--- src/rtl/dmem_responder_pkg.sv ---
// Shared types and constants for the data-memory responder.
// The FSM encoding is fixed so external observers can decode the state.
package dmem_responder_pkg;

  localparam int DMEM_WORDS = 32;
  localparam int IDX_W      = 5;

  typedef enum logic [1:0] {
    ST_IDLE = 2'd0,
    ST_WAIT = 2'd1,
    ST_RESP = 2'd2
  } state_e;

  function automatic logic is_misaligned(input logic [1:0] addr_lsb);
    return addr_lsb != 2'b00;
  endfunction

endpackage

--- src/rtl/dmem_responder_latency_counter.sv ---
// 4-bit wait-cycle counter: parallel load, saturating decrement, zero flag.
module latency_counter (
  input  logic       clock,
  input  logic       reset,
  input  logic       load,
  input  logic [3:0] load_val,
  input  logic       dec,
  output logic       zero
);

  logic [3:0] cnt_q;
  logic [3:0] cnt_d;

  // next count: load wins over decrement, decrement stops at zero
  always_comb begin
    cnt_d = cnt_q;
    if (load) begin
      cnt_d = load_val;
    end else if (dec && (cnt_q != 4'd0)) begin
      cnt_d = cnt_q - 4'd1;
    end else begin
      cnt_d = cnt_q;
    end
  end

  // count register
  always_ff @(posedge clock or negedge reset) begin
    if (!reset) begin
      cnt_q <= 4'd0;
    end else begin
      cnt_q <= cnt_d;
    end
  end

  assign zero = (cnt_q == 4'd0);

endmodule

--- src/rtl/dmem_responder.sv ---
// Fixed-latency data-memory responder for the pipeline MEM stage.
// One request in flight; response pulses LATENCY+1 cycles after acceptance.
module dmem_responder
  import dmem_responder_pkg::*;
#(
  parameter int LATENCY = 2
) (
  input  logic        clock,
  input  logic        reset,
  input  logic        req_valid,
  input  logic        req_write,
  input  logic [31:0] req_addr,
  input  logic [31:0] req_wdata,
  output logic        req_ready,
  output logic        rsp_valid,
  output logic [31:0] rsp_rdata,
  output logic        rsp_err,
  output logic        stall
);

  localparam logic [3:0] CNT_LOAD = 4'(LATENCY - 1);

  state_e             state_q, state_d;
  logic               write_q, write_d;
  logic [IDX_W-1:0]   idx_q, idx_d;
  logic [31:0]        wdata_q, wdata_d;
  logic               mis_q, mis_d;
  logic               rsp_valid_q, rsp_valid_d;
  logic               rsp_err_q, rsp_err_d;
  logic [31:0]        rsp_rdata_q, rsp_rdata_d;
  logic [31:0]        mem_q [DMEM_WORDS];

  logic               accept_s;
  logic               finish_s;
  logic               commit_s;
  logic               cnt_dec_s;
  logic               cnt_zero_s;
  logic               unused_addr_s;

  assign unused_addr_s = ^req_addr[31:7];

  assign accept_s  = req_valid && (state_q == ST_IDLE);
  assign finish_s  = (state_q == ST_WAIT) && cnt_zero_s;
  assign commit_s  = finish_s && write_q && !mis_q;
  assign cnt_dec_s = (state_q == ST_WAIT) && !cnt_zero_s;

  latency_counter u_latency_counter (
    .clock    (clock),
    .reset    (reset),
    .load     (accept_s),
    .load_val (CNT_LOAD),
    .dec      (cnt_dec_s),
    .zero     (cnt_zero_s)
  );

  // next-state logic
  always_comb begin
    state_d = state_q;
    case (state_q)
      ST_IDLE: begin
        if (accept_s) begin
          state_d = ST_WAIT;
        end else begin
          state_d = ST_IDLE;
        end
      end
      ST_WAIT: begin
        if (cnt_zero_s) begin
          state_d = ST_RESP;
        end else begin
          state_d = ST_WAIT;
        end
      end
      ST_RESP: state_d = ST_IDLE;
      default: state_d = ST_IDLE;
    endcase
  end

  // request capture and response data path
  always_comb begin
    write_d     = write_q;
    idx_d       = idx_q;
    wdata_d     = wdata_q;
    mis_d       = mis_q;
    rsp_valid_d = finish_s;
    rsp_err_d   = finish_s && mis_q;
    rsp_rdata_d = rsp_rdata_q;
    if (accept_s) begin
      write_d = req_write;
      idx_d   = req_addr[6:2];
      wdata_d = req_wdata;
      mis_d   = is_misaligned(req_addr[1:0]);
    end else begin
      write_d = write_q;
    end
    // stores and misaligned accesses return zero data
    if (finish_s) begin
      if (write_q || mis_q) begin
        rsp_rdata_d = 32'h0000_0000;
      end else begin
        rsp_rdata_d = mem_q[idx_q];
      end
    end else begin
      rsp_rdata_d = rsp_rdata_q;
    end
  end

  // control and response registers
  always_ff @(posedge clock or negedge reset) begin
    if (!reset) begin
      state_q     <= ST_IDLE;
      write_q     <= 1'b0;
      idx_q       <= '0;
      wdata_q     <= 32'h0000_0000;
      mis_q       <= 1'b0;
      rsp_valid_q <= 1'b0;
      rsp_err_q   <= 1'b0;
      rsp_rdata_q <= 32'h0000_0000;
    end else begin
      state_q     <= state_d;
      write_q     <= write_d;
      idx_q       <= idx_d;
      wdata_q     <= wdata_d;
      mis_q       <= mis_d;
      rsp_valid_q <= rsp_valid_d;
      rsp_err_q   <= rsp_err_d;
      rsp_rdata_q <= rsp_rdata_d;
    end
  end

  // storage array, cleared by reset so an aborted store leaves nothing behind
  always_ff @(posedge clock or negedge reset) begin
    if (!reset) begin
      for (int i = 0; i < DMEM_WORDS; i++) begin
        mem_q[i] <= 32'h0000_0000;
      end
    end else if (commit_s) begin
      mem_q[idx_q] <= wdata_q;
    end
  end

  assign req_ready = (state_q == ST_IDLE);
  assign stall     = ((state_q == ST_IDLE) && req_valid) || (state_q == ST_WAIT);
  assign rsp_valid = rsp_valid_q;
  assign rsp_err   = rsp_err_q;
  assign rsp_rdata = rsp_rdata_q;

endmodule
--- config.mk ---
export PLATFORM = sky130hd
export DESIGN_NAME = dmem_responder
export DESIGN_NICKNAME = d
export VERILOG_FILES = /design/src/rtl/dmem_responder_pkg.sv /design/src/rtl/dmem_responder_latency_counter.sv /design/src/rtl/dmem_responder.sv
export SDC_FILE = /design/constraint.sdc
export NUM_CORES = 1
export LEC_CHECK = 0
export BUFFER_PORTS_ARGS = -buffer_cell sky130_fd_sc_hd__buf_2
export CAP_MARGIN = 20
export CORE_MARGIN = 2
export CORE_UTILIZATION = 50
export DETAILED_ROUTE_END_ITERATION = 8
export PLACE_DENSITY = 0.63
export SKIP_CTS_REPAIR_TIMING = 1
export SYNTH_ARGS = -nofsm -noshare
export SYNTH_HDL_FRONTEND = slang
export SYNTH_SLANG_ARGS = --single-unit
--- constraint.sdc ---
create_clock -name clock -period 4.2 [get_ports clock]
set_input_delay 0.84 -clock clock [delete_from_list [all_inputs] [get_ports clock]]
set_output_delay 0.84 -clock clock [all_outputs]
set_load 0.05 [all_outputs]
Word-level counts from Yosys, hierarchy flattened:

Cells that the tools add are included.

* bits in registers: 1103
* latch bits: 0
* bits in writable memories: 0
* ROM bits: 0
* bits of input ports: 68
* output and inout bits: 36
* logic and storage cells: 75
* memories: 0

* add/subtract/negate cells: 1
* multiply operators: 0
* div/mod/pow operators: 0
* order comparisons: 2
* equality and inequality tests: 1
* shift operators: 0
* multiplexer cells: 12
* bitwise logic cells: 1
* reduce and logical (&&, ||, !) cells: 17

Operators with widths (count)
* 1024-bit bitwise mux: 1
* 32-bit binary-select mux with 5-bit select: 1
* 32-bit demux with 5-bit select: 1
* 32-bit 2-to-1 mux: 4
* 1-bit logical AND: 8
* 4-bit 2-to-1 mux: 2
* 6-bit >= comparator, second input constant: 1
* 6-bit by 1-bit less-than comparator with 1-bit output, second input constant: 1
* 5-bit NOT with 6-bit output: 1
* 4-bit zero test: 1
* 2-bit one-hot mux with 2 select lines: 1
* 2-bit nonzero test: 2
* 4-bit nonzero test: 1
* 4-bit by 1-bit subtractor with 4-bit output, second input constant: 1
* 2-bit by 1-bit equality test with 1-bit output, second input constant: 1
* 1-bit zero test: 2
* 2-bit zero test: 1
* 1-bit logical OR: 2
* 2-bit 2-to-1 mux: 1
* 1-bit 2-to-1 mux: 1

Depth between registers and ports, before layout:

Gate-level depths: netlist (run 1).

* word-level depth: 6
* depth in mapped cells: 11
* depth with buffers taken out: 8

Modules after synthesis:

From an unflattened synthesis (run 1), not the netlist that was laid out.

* cell total of the unflattened synthesis: 3500
* area, all modules: 49314.8 um^2

By module, submodules not included
* dmem_responder: times used 1, cells an instance 3473, area an instance 49062.1 um^2, seq. area each 27501.4 um^2
* latency_counter: times used 1, cells an instance 27, area an instance 252.7 um^2, seq. area each 100.1 um^2

Worst setup path after synthesis (run 1):

Ideal clock, no wire load.

* kind: reg2reg
* start: reg u_latency_counter.cnt_q[0]
* end: reg mem_q[225] (netlist bit)
* library setup time: 0.125 ns
* arrival time: 2.277 ns
* data required time: 4.075 ns
* path slack: 1.799 ns
* cell stages (with the launch flop): 10
* buffers on the path: 2
* clock period less this slack: 2.401 ns
* cell sequence: dfrtp_1 inv_1 ha_1 nor3b_2 nand2_1 or4_1 buf_2 nor3_2 buf_4 mux2_2

* word-level cells in the longest chain between the ends: 4

Ends and longest elaborated chain
* start: declaration: line dmem_responder_latency_counter.sv:11 `logic [3:0] cnt_q;`
* start signal: assignment: line dmem_responder_latency_counter.sv:31 `cnt_q <= cnt_d;`
* 4-bit zero test: line dmem_responder_latency_counter.sv:35 `assign zero = (cnt_q == 4'd0);`
* 1-bit logical AND: line dmem_responder.sv:43 `assign finish_s = (state_q == ST_WAIT) && cnt_zero_s;`
* 1-bit logical AND (2 in a row): line dmem_responder.sv:44 `assign commit_s = finish_s && write_q && !mis_q;`
* end signal: indexed assignment: line dmem_responder.sv:138 `mem_q[idx_q] <= wdata_q;`
* end: declaration: line dmem_responder.sv:31 `logic [31:0] mem_q [DMEM_WORDS];`

No other way between the ends.
A chain may end at the register's enable or synchronous reset.

Worst setup path after layout (run 1):

* start: reg u_latency_counter.cnt_q[0]
* end: reg mem_q[839] (netlist bit)

The elaborated chain is that of the path after synthesis.

==> run metrics, run 1 <==
vias in the first global route 31910; total number of vias 29790; area of the multi-input gates 20330 sq um; worst endpoint data arrival time 4.23 ns; Req. time, crit path 4.78 ns; sequential area share after synthesis 56.19%; dominant cell type by area after synthesis dfrtp_1; Slew headroom 26.63%; GPL Wtd Cong 0.7938; fin crit share 87.01%; Routed wire per std cell 28.00 um; num rows 114; Initial DRC Count 1866; Reg area 27610 sq um; root buffer cell clkbuf_16; Design Area, Final 55460 sq um; Top FF cell, synth dfrtp_1; top cells by area, synth dfrtp_1, mux2_2, mux2i_1; gr ovfl total 0; RSZ-0062 raised after global routing false; dpl hpwl 81040 um; initial antenna violation count 2; number of synthesized flops with an enable pin 0; layout net count 3567; critical path peak fanout 16; endpoints failing hold 0; worst min-delay path category input port to async pin; Num CTS Buffers 117; skew final 0.03331 ns; total inserted antenna cells 0; Syn Std Cell Area 49120 sq um; Setup-failing EPs final 0; DR pass1 iterations 5; Slew Viols, Final 0; pre-CTS setup slack 0.6115 ns; Setup crit end kind flop; CTS sink count 1103; vias per inst 6.113; I/O pins 104; H-tree depth 3; final worst slack 0.5456 ns; Fill cells 7648; R2R depth 9; core area 96990 sq um; static leakage 0.02770 uW; die area 100800 sq um; DR DRC count 0; Synthesized Nets 3561; first-pass GRT wire length 205600 um; Die X 317.4 um; clock transition at the registers of the reported paths 0.06 ns; Starting Density 50.64%; Final min period 3.654 ns; share of cells above drive strength 1 41.37%; VDD IR max 0.4974 mV; CTS tree done; Cell variety after synth 40; largest net degree at the start of global routing 126; drt total wl 136400 um; deepest clock path buffer count 3; Placed Instances 4648; Syn Area/Cell 14.07 sq um; Async S/R FF share, synth 100.0%; Sum Neg Setup Slack 0 ns; crit path launch type flop; ANT nets after route 0; most frequent cells after synthesis dfrtp_1, mux2_2, mux2i_1; layout overhead on the synthesized area 12.91%; FF+latch count, synth 1103; Yosys warning total 0; number of cells produced by synthesis 3492; Worst Tran Pin Value 1.101 ns; fmax 0.2736 GHz; die height 317.4 um; post-route insts no fill 4873; cell area after placement 51400 sq um; most instantiated library cell after synthesis dfrtp_1; Total Routing Usage GR 27.13%; port bufs 78; critical path class flop to flop; status finished clean; Clk Latency, worst-skew pair 0.72 ns; max_cap viols 0; PwrDens 591.2 nW/um^2; Final Util 57.18%; share of the synthesized area in the top cell type 56.19%
## path summary, 6_finish.rpt
kind	startpoint	endpoint	slack (ns)
worst max-delay path	u_latency_counter.cnt_q[0]$_DFFE_PN0P_	mem_q[839]$_DFFE_PN0P_	0.55
worst min-delay path	reset	mem_q[514]$_DFFE_PN0P_	0.16
worst max register to register	u_latency_counter.cnt_q[0]$_DFFE_PN0P_	mem_q[839]$_DFFE_PN0P_	0.55
worst min register to register	mem_q[122]$_DFFE_PN0P_	mem_q[122]$_DFFE_PN0P_	0.48
max in group asynchronous	reset	mem_q[25]$_DFFE_PN0P_	2.85
min in group clock	req_addr[6]	idx_q[4]$_DFFE_PN0P_	0.35
## cell type report
| cell class | count | area share [%] |
|---|---|---|
| timing repair buffer | 219 | 3.601 |
| clock buffer | 183 | 6.367 |
| inverter | 5 | 0.03384 |
| tap | 1276 | 2.879 |
| sequential | 1103 | 49.78 |
| clock inverter | 35 | 0.6813 |
| multi-input combinational | 2052 | 36.66 |
## routing by layer
| metal | vias up | GRT usage, % | part of all wire, % |
|---|---|---|---|
| met5 | - | 0 | 0.015 |
| met4 | 2 | 9.968 | 3.7 |
| li1 | 12830 | - | - |
| met3 | 259 | 3.997 | 4.6 |
| met2 | 721 | 43.99 | 47 |
| met1 | 15970 | 37.28 | 44 |
## cell usage in the layout, fill, tap and decap left out, types with 12 or more instances in the layout
cell type,instances
o22ai_1,256
clkbuf_8,27
mux2_1,26
buf_2,77
dfrtp_1,1102
clkbuf_16,121
nand2_1,39
mux2i_1,512
buf_12,37
nor2_4,12
clkbuf_1,35
mux2_2,1036
nor4_1,64
a22o_1,32
buf_4,99
clkinv_2,23
## per-stage QoR
stage / hold slack, ns / total power [uW]
floorplan: 0.4574 / 19480
global placement: 0.4659 / 21860
detailed placement: 0.4753 / 22340
CTS: 0.1578 / 32780
global route: 0.1729 / 34190
finish: 0.1643 / 32790
## state kept, by name, indices dropped and copies added, names as in the netlist
| signal | count |
|---|---|
| idx_q | 5 |
| mem_q | 1024 |
| mis_q | 1 |
| rsp_err | 1 |
| rsp_rdata | 32 |
| rsp_valid | 1 |
| state_q | 2 |
| u_latency_counter.cnt_q | 4 |
| wdata_q | 32 |
| write_q | 1 |
## critical path: stages, from the launching register on
cell and delay (ns):
dfrtp_1 0.41, inv_1 0.07, ha_1 0.16, nor3b_2 0.27
nand2_2 0.21, buf_4 0.28, nor4b_4 0.64, nand3_2 0.70
buf_4 0.45, mux2_2 0.29
## power by group
part | switching [uW] | total (uW) | leakage (uW) | internal [uW]
Clock | 4240 | 10400 | 0.00193 | 6170
Combinational | 4220 | 7730 | 0.0105 | 3510
Sequential | 2250 | 14600 | 0.0153 | 12400
## cells by family after synthesis
family | Yosys count | synth area share (%)
adder cells (fa/ha/maj) | 1 | 0.02547
XOR/XNOR | 2 | 0.03567
flip-flops | 1103 | 56.19
multiplexers | 1574 | 34.78
buffers and inverters | 337 | 2.861
AO/OA/AOI/OAI | 292 | 3.877
AND/OR/NAND/NOR | 183 | 2.226
Note: power is estimated with default switching activity, not from simulation.
==> inputs of run 2 (changes only) <==
CORE_UTILIZATION = 45   (was 50)
PLACE_DENSITY = 0.57   (was 0.63)
TNS_END_PERCENT = 20   (was not set)
==> run metrics, run 2 (synthesized netlist as in run 1, its figures left out) <==
port bufs 78 (unchanged); PwrDens 589.3 nW/um^2 (was 591.2 nW/um^2); share of cells above drive strength 1 41.97% (was 41.37%); area of the multi-input gates 20370 sq um (was 20330 sq um); Slew Viols, Final 0 (unchanged); layout net count 3584 (was 3567); core area 108600 sq um (was 96990 sq um); cell area after placement 51580 sq um (was 51400 sq um); Final Util 51.42% (was 57.18%); vias in the first global route 31970 (was 31910); deepest clock path buffer count 3 (unchanged); total number of vias 29350 (was 29790); DR DRC count 0 (unchanged); worst endpoint data arrival time 4.01 ns (was 4.23 ns); static leakage 0.02782 uW (was 0.02770 uW); I/O pins 104 (unchanged); gr ovfl total 0 (unchanged); Die X 334.4 um (was 317.4 um); RSZ-0062 raised after global routing false (unchanged); Worst Tran Pin Value 1.117 ns (was 1.101 ns); endpoints failing hold 0 (unchanged); Starting Density 45.25% (was 50.64%); CTS sink count 1103 (unchanged); drt total wl 133900 um (was 136400 um); first-pass GRT wire length 202600 um (was 205600 um); ANT nets after route 0 (unchanged); Final min period 3.433 ns (was 3.654 ns); final worst slack 0.7672 ns (was 0.5456 ns); die area 111800 sq um (was 100800 sq um); vias per inst 5.838 (was 6.113); fin crit share 81.73% (was 87.01%); fmax 0.2913 GHz (was 0.2736 GHz); root buffer cell clkbuf_16 (unchanged); Setup-failing EPs final 0 (unchanged); max_cap viols 0 (unchanged); Reg area 27610 sq um (unchanged); initial antenna violation count 1 (was 2); Routed wire per std cell 26.64 um (was 28.00 um); max FFs per register 1024 (unchanged); status finished clean (unchanged); commonest non-fill, non-tap cell in the layout dfrtp_1 (unchanged); skew final 0.02732 ns (was 0.03331 ns); Sum Neg Setup Slack 0 ns (unchanged); Clk Latency, worst-skew pair 0.71 ns (was 0.72 ns); GPL Wtd Cong 0.7878 (was 0.7938); H-tree depth 3 (unchanged); layout overhead on the synthesized area 13.63% (was 12.91%); most frequent cells in the layout dfrtp_1, mux2_2, mux2i_1 (unchanged); VDD IR max 0.7141 mV (was 0.4974 mV); crit path launch type flop (unchanged); critical path class flop to flop (unchanged); worst min-delay path category input port to async pin (unchanged); clock transition at the registers of the reported paths 0.06 ns (about the same); Slew headroom 25.53% (was 26.63%); Total Routing Usage GR 24.11% (was 27.13%); num rows 121 (was 114); critical path peak fanout 20 (was 16); largest net degree at the start of global routing 91 (was 126); DR pass1 iterations 5 (unchanged); Req. time, crit path 4.78 ns (about the same); Fill cells 8914 (was 7648); die height 334.4 um (was 317.4 um); Initial DRC Count 1760 (was 1866); dpl hpwl 79790 um (was 81040 um); Setup crit end kind flop (unchanged); Top reg by flops mem_q (unchanged); Num CTS Buffers 118 (was 117); Design Area, Final 55810 sq um (was 55460 sq um); pre-CTS setup slack 0.8207 ns (was 0.6115 ns); CTS tree done (unchanged)
-- run 2: cell types whose count changed in the layout (fill, tap and decap cells not counted), sizes merged --
cell | before | now
buf | 219 | 235
clkinvlp | 2 | 5
diode | 0 | 1
clkinv | 23 | 33
clkbuf | 183 | 165
inv | 8 | 12
-- run 2: final cells by class --
cell class | instances | share of cell area [%]
Sequential cell | 1103 | 49.46
Tap cell | 1414 | 3.170
Clock buffer | 165 | 6.075
Multi-Input combinational cell | 2052 | 36.49
Timing Repair Buffer | 235 | 3.883
Inverter | 5 | 0.03363
Clock inverter | 52 | 0.8810
Antenna cell | 1 | 0.004484
-- run 2: layer usage --
layer,routed length [um],track usage (%),vias to the layer above
li1,-,-,12880
met1,58300,31.27,15710
met2,67270,41.90,546
met3,4470,3.175,210
met4,3900,7.629,0
met5,0,0,-
-- run 2: where the power goes --
group          switching, uW  total [uW]  internal (uW)
Combinational           4400        8090           3690
Clock                   4280       10300           6050
Sequential              2070       14500          12400
Total                  10800       32900          22100
-- run 2: worst max-delay path, stage by stage (launching register included) --
cell	delay, ns
dfrtp_1	0.41
inv_1	0.07
ha_1	0.15
nor3b_2	0.26
nand2_2	0.25
nor4b_4	0.66
nand2_2	0.67
buf_4	0.47
mux2_2	0.31
-- run 2: path summary, 6_finish.rpt --
| kind | start | end | slack (ns) | depth (start not counted) |
|---|---|---|---|---|
| worst min-delay path | reset | mem_q[16]$_DFFE_PN0P_ | 0.25 | 1 |
| worst max-delay path | u_latency_counter.cnt_q[0]$_DFFE_PN0P_ | mem_q[980]$_DFFE_PN0P_ | 0.77 | 8 |
| worst min register to register | mem_q[883]$_DFFE_PN0P_ | mem_q[883]$_DFFE_PN0P_ | 0.49 | 1 |
| worst max register to register | u_latency_counter.cnt_q[0]$_DFFE_PN0P_ | mem_q[980]$_DFFE_PN0P_ | 0.77 | 8 |
| min in group clock | req_wdata[16] | wdata_q[16]$_DFFE_PN0P_ | 0.36 | 2 |
| max in group asynchronous | reset | mem_q[75]$_DFFE_PN0P_ | 2.79 | 2 |
-- run 2: per-stage QoR --
| step | instances | hold WS [ns] | total power [uW] |
|---|---|---|---|
| 6_report | 5027 | 0.2466 | 32890 |
| 3_3_place_gp | 4794 | 0.4662 | 21840 |
| 4_1_cts | 5011 | 0.2573 | 32780 |
| 3_5_place_dp | 4794 | 0.4765 | 22370 |
| 5_1_grt | 5026 | 0.2526 | 34420 |
| 2_1_floorplan | 3492 | 0.4574 | 19480 |
==> inputs of run 3 (changes only) <==
ABC_AREA = 1   (was not set)
PLACE_DENSITY = 0.6   (was 0.57)
clock period = 2.85 ns   (was 4.2 ns; I/O delays follow)
==> run metrics, run 3 <==
Syn Std Cell Area 50430 sq um (was 49120 sq um); skew final 0.03302 ns (was 0.02732 ns); Compound-Gate Fraction of Synth Area 10.63% (was 3.877%); Routed wire per std cell 18.43 um (was 26.64 um); total number of vias 42570 (was 29350); max FFs per register 1024 (unchanged); number of synthesized flops with an enable pin 0 (unchanged); layout net count 6729 (was 3584); Top reg by flops mem_q (unchanged); most instantiated library cell after synthesis nand2_1 (was dfrtp_1); PwrDens 843.5 nW/um^2 (was 589.3 nW/um^2); sequential area share after synthesis 54.73% (was 56.19%); Slew Viols, Final 0 (unchanged); worst min-delay path category input port to flop (was input port to async pin); initial antenna violation count 0 (was 1); port bufs 78 (unchanged); H-tree depth 3 (unchanged); Synthesized Nets 6833 (was 3561); most frequent cells in the layout nand2_1, dfrtp_1, o21ai_1 (was dfrtp_1, mux2_2, mux2i_1); max_cap viols 0 (unchanged); fin crit share 91.09%; Synth Area in XOR/XNOR 0% (was 0.03566%); die height 338.8 um (was 334.4 um); total inserted antenna cells 0 (was 1); largest net degree at the start of global routing 98 (was 91); CTS sink count 1103 (unchanged); Cell variety after synth 24 (was 40); critical path peak fanout 5 (was 20); DR DRC count 0 (unchanged); gr ovfl total 0 (unchanged); share of cells above drive strength 1 7.969% (was 41.97%); Adder-Cell Fraction of Synth Area 0.02481% (was 0.02547%); endpoints failing hold 0 (unchanged); I/O pins 104 (unchanged); Yosys warning total 0 (unchanged); area of the multi-input gates 20750 sq um (was 20370 sq um); Top delay family on crit path flip-flops (was simple AND/OR/NAND/NOR gates); Die X 338.8 um (was 334.4 um); Slew headroom 28.76% (was 25.53%); Starting Density 45.44% (was 45.25%); top cells by area, synth dfrtp_1, nand2_1, o21ai_1 (was dfrtp_1, mux2_2, mux2i_1); Num CTS Buffers 118 (unchanged); GPL Wtd Cong 0.8004 (was 0.7878); RSZ-0062 raised after global routing false (unchanged); largest family of logic cells by synthesized area simple AND/OR/NAND/NOR gates (was multiplexers); Fill cells 10900 (was 8914); crit path launch type flop (unchanged); static leakage 0.02957 uW (was 0.02782 uW); drt total wl 152000 um (was 133900 um); share of the synthesized area in the top cell type 54.73% (was 56.19%); Req. time, crit path 2.28 ns (was 4.78 ns); vias in the first global route 40480 (was 31970); fmax 0.3852 GHz; dpl hpwl 88660 um (was 79790 um); Crit path largest cell delay 0.40 ns (was 0.67 ns); layout overhead on the synthesized area 13.59% (was 13.63%); Total Routing Usage GR 26.73% (was 24.11%); DR pass1 iterations 5 (unchanged); Setup crit end kind primary output (was flop); VDD IR max 0.6086 mV (was 0.7141 mV); CP Buf/Inv Count 1 (was 2); root buffer cell clkbuf_16 (unchanged); worst endpoint data arrival time 2.03 ns (was 4.01 ns); number of cells produced by synthesis 6764 (was 3492); worst hold margin 0.06567 ns (was 0.2466 ns); commonest non-fill, non-tap cell in the layout nand2_1 (was dfrtp_1); most frequent cells after synthesis nand2_1, dfrtp_1, o21ai_1 (was dfrtp_1, mux2_2, mux2i_1); Async S/R FF share, synth 100.0% (unchanged); FF+latch count, synth 1103 (unchanged); vias per inst 5.159 (was 5.838); critical path class flop to primary output (was flop to flop); Final min period 2.596 ns; num rows 122 (was 121); CP max stage cell dfrtp_1 (was nand2_2); Clk Latency, worst-skew pair 0.72 ns (was 0.71 ns); first-pass GRT wire length 241300 um (was 202600 um); Worst Tran Pin Value 1.067 ns (was 1.117 ns); clock transition at the registers of the reported paths 0.06 ns (about the same); worst-path cell chain nor2_1, nand2_1, o21ai_0, buf_2 (was inv_1, ha_1, nor3b_2, nand2_2, nor4b_4, nand2_2, buf_4, mux2_2); Final Util 51.62% (was 51.42%); Initial DRC Count 3504 (was 1760); CTS tree done (unchanged); dominant cell type by area after synthesis dfrtp_1 (unchanged); Reg area 27610 sq um (about the same); Syn Area/Cell 7.456 sq um (was 14.07 sq um); ANT nets after route 0 (unchanged); simple-gate share of the synthesized area 30.34% (was 2.226%); Setup-failing EPs final 0 (unchanged); deepest clock path buffer count 3 (unchanged); Sum Neg Setup Slack 0 ns (unchanged); Top FF cell, synth dfrtp_1 (unchanged); die area 114800 sq um (was 111800 sq um); mux cell area share after synthesis 0% (was 34.78%); status finished clean (unchanged); core area 111000 sq um (was 108600 sq um)
run 3: kinds of logic (layout without fill, tap and decap cells):
logic type / after synthesis / after routing
buf+inv: 555 / 555
simple gates: 4035 / 4035
fa+ha+maj: 1 / 1
flops: 1103 / 1103
compound gates: 1070 / 1070
run 3: tightest hold or removal path, stage by stage:
cell and delay (ns):
buf_2 0.07, nand2_1 0.04, o21ai_0 0.06
run 3: worst paths after layout:
path / from / endpoint / slack (ns) / depth (start not counted)
worst max register to register: idx_q[1]$_DFFE_PN0P_ / mem_q[65]$_DFFE_PN0P_ / 0.33 / 7
min in group asynchronous: reset / mem_q[902]$_DFFE_PN0P_ / 0.44 / 2
worst min register to register: u_latency_counter.cnt_q[3]$_DFFE_PN0P_ / u_latency_counter.cnt_q[3]$_DFFE_PN0P_ / 0.46 / 1
worst min-delay path: req_wdata[15] / wdata_q[15]$_DFFE_PN0P_ / 0.07 / 3
max in group asynchronous: reset / idx_q[1]$_DFFE_PN0P_ / 1.38 / 4
worst max-delay path: state_q[1]$_DFF_PN0_ / stall / 0.25 / 4
run 3: final cells by class:
class / count / area share [%]
Clock buffer: 170 / 6.153
Clock inverter: 54 / 1.184
Inverter: 55 / 0.3888
Multi-Input combinational cell: 5106 / 36.23
Sequential cell: 1103 / 48.20
Tap cell: 1488 / 3.250
Timing Repair Buffer: 276 / 4.596
run 3: per-stage QoR:
stage | instance area (sq um) | total power [uW] | setup slack [ns] | instances
floorplan | 50430 | 26350 | 0.3918 | 6764
global placement | 52990 | 31840 | 0.3579 | 8023
detailed placement | 53000 | 32020 | 0.3401 | 8024
CTS | 57200 | 48530 | 0.2607 | 8248
global route | 57280 | 50720 | 0.1966 | 8252
finish | 57280 | 48320 | 0.2540 | 8252
run 3: power breakdown:
group,switching [uW],internal (uW),leakage [uW]
Clock,6530,9920,0.00209
Combinational,10300,3050,0.0122
Sequential,1070,17500,0.0153
Total,17900,30400,0.0296
run 3: routing by layer:
metal / routed length, um / vias up / track usage (%)
met4: 4301 / 0 / 8.093
met5: 0 / - / 0
li1: - / 20930 / -
met2: 69470 / 1043 / 43.09
met1: 69930 / 20370 / 37.75
met3: 8338 / 226 / 3.393
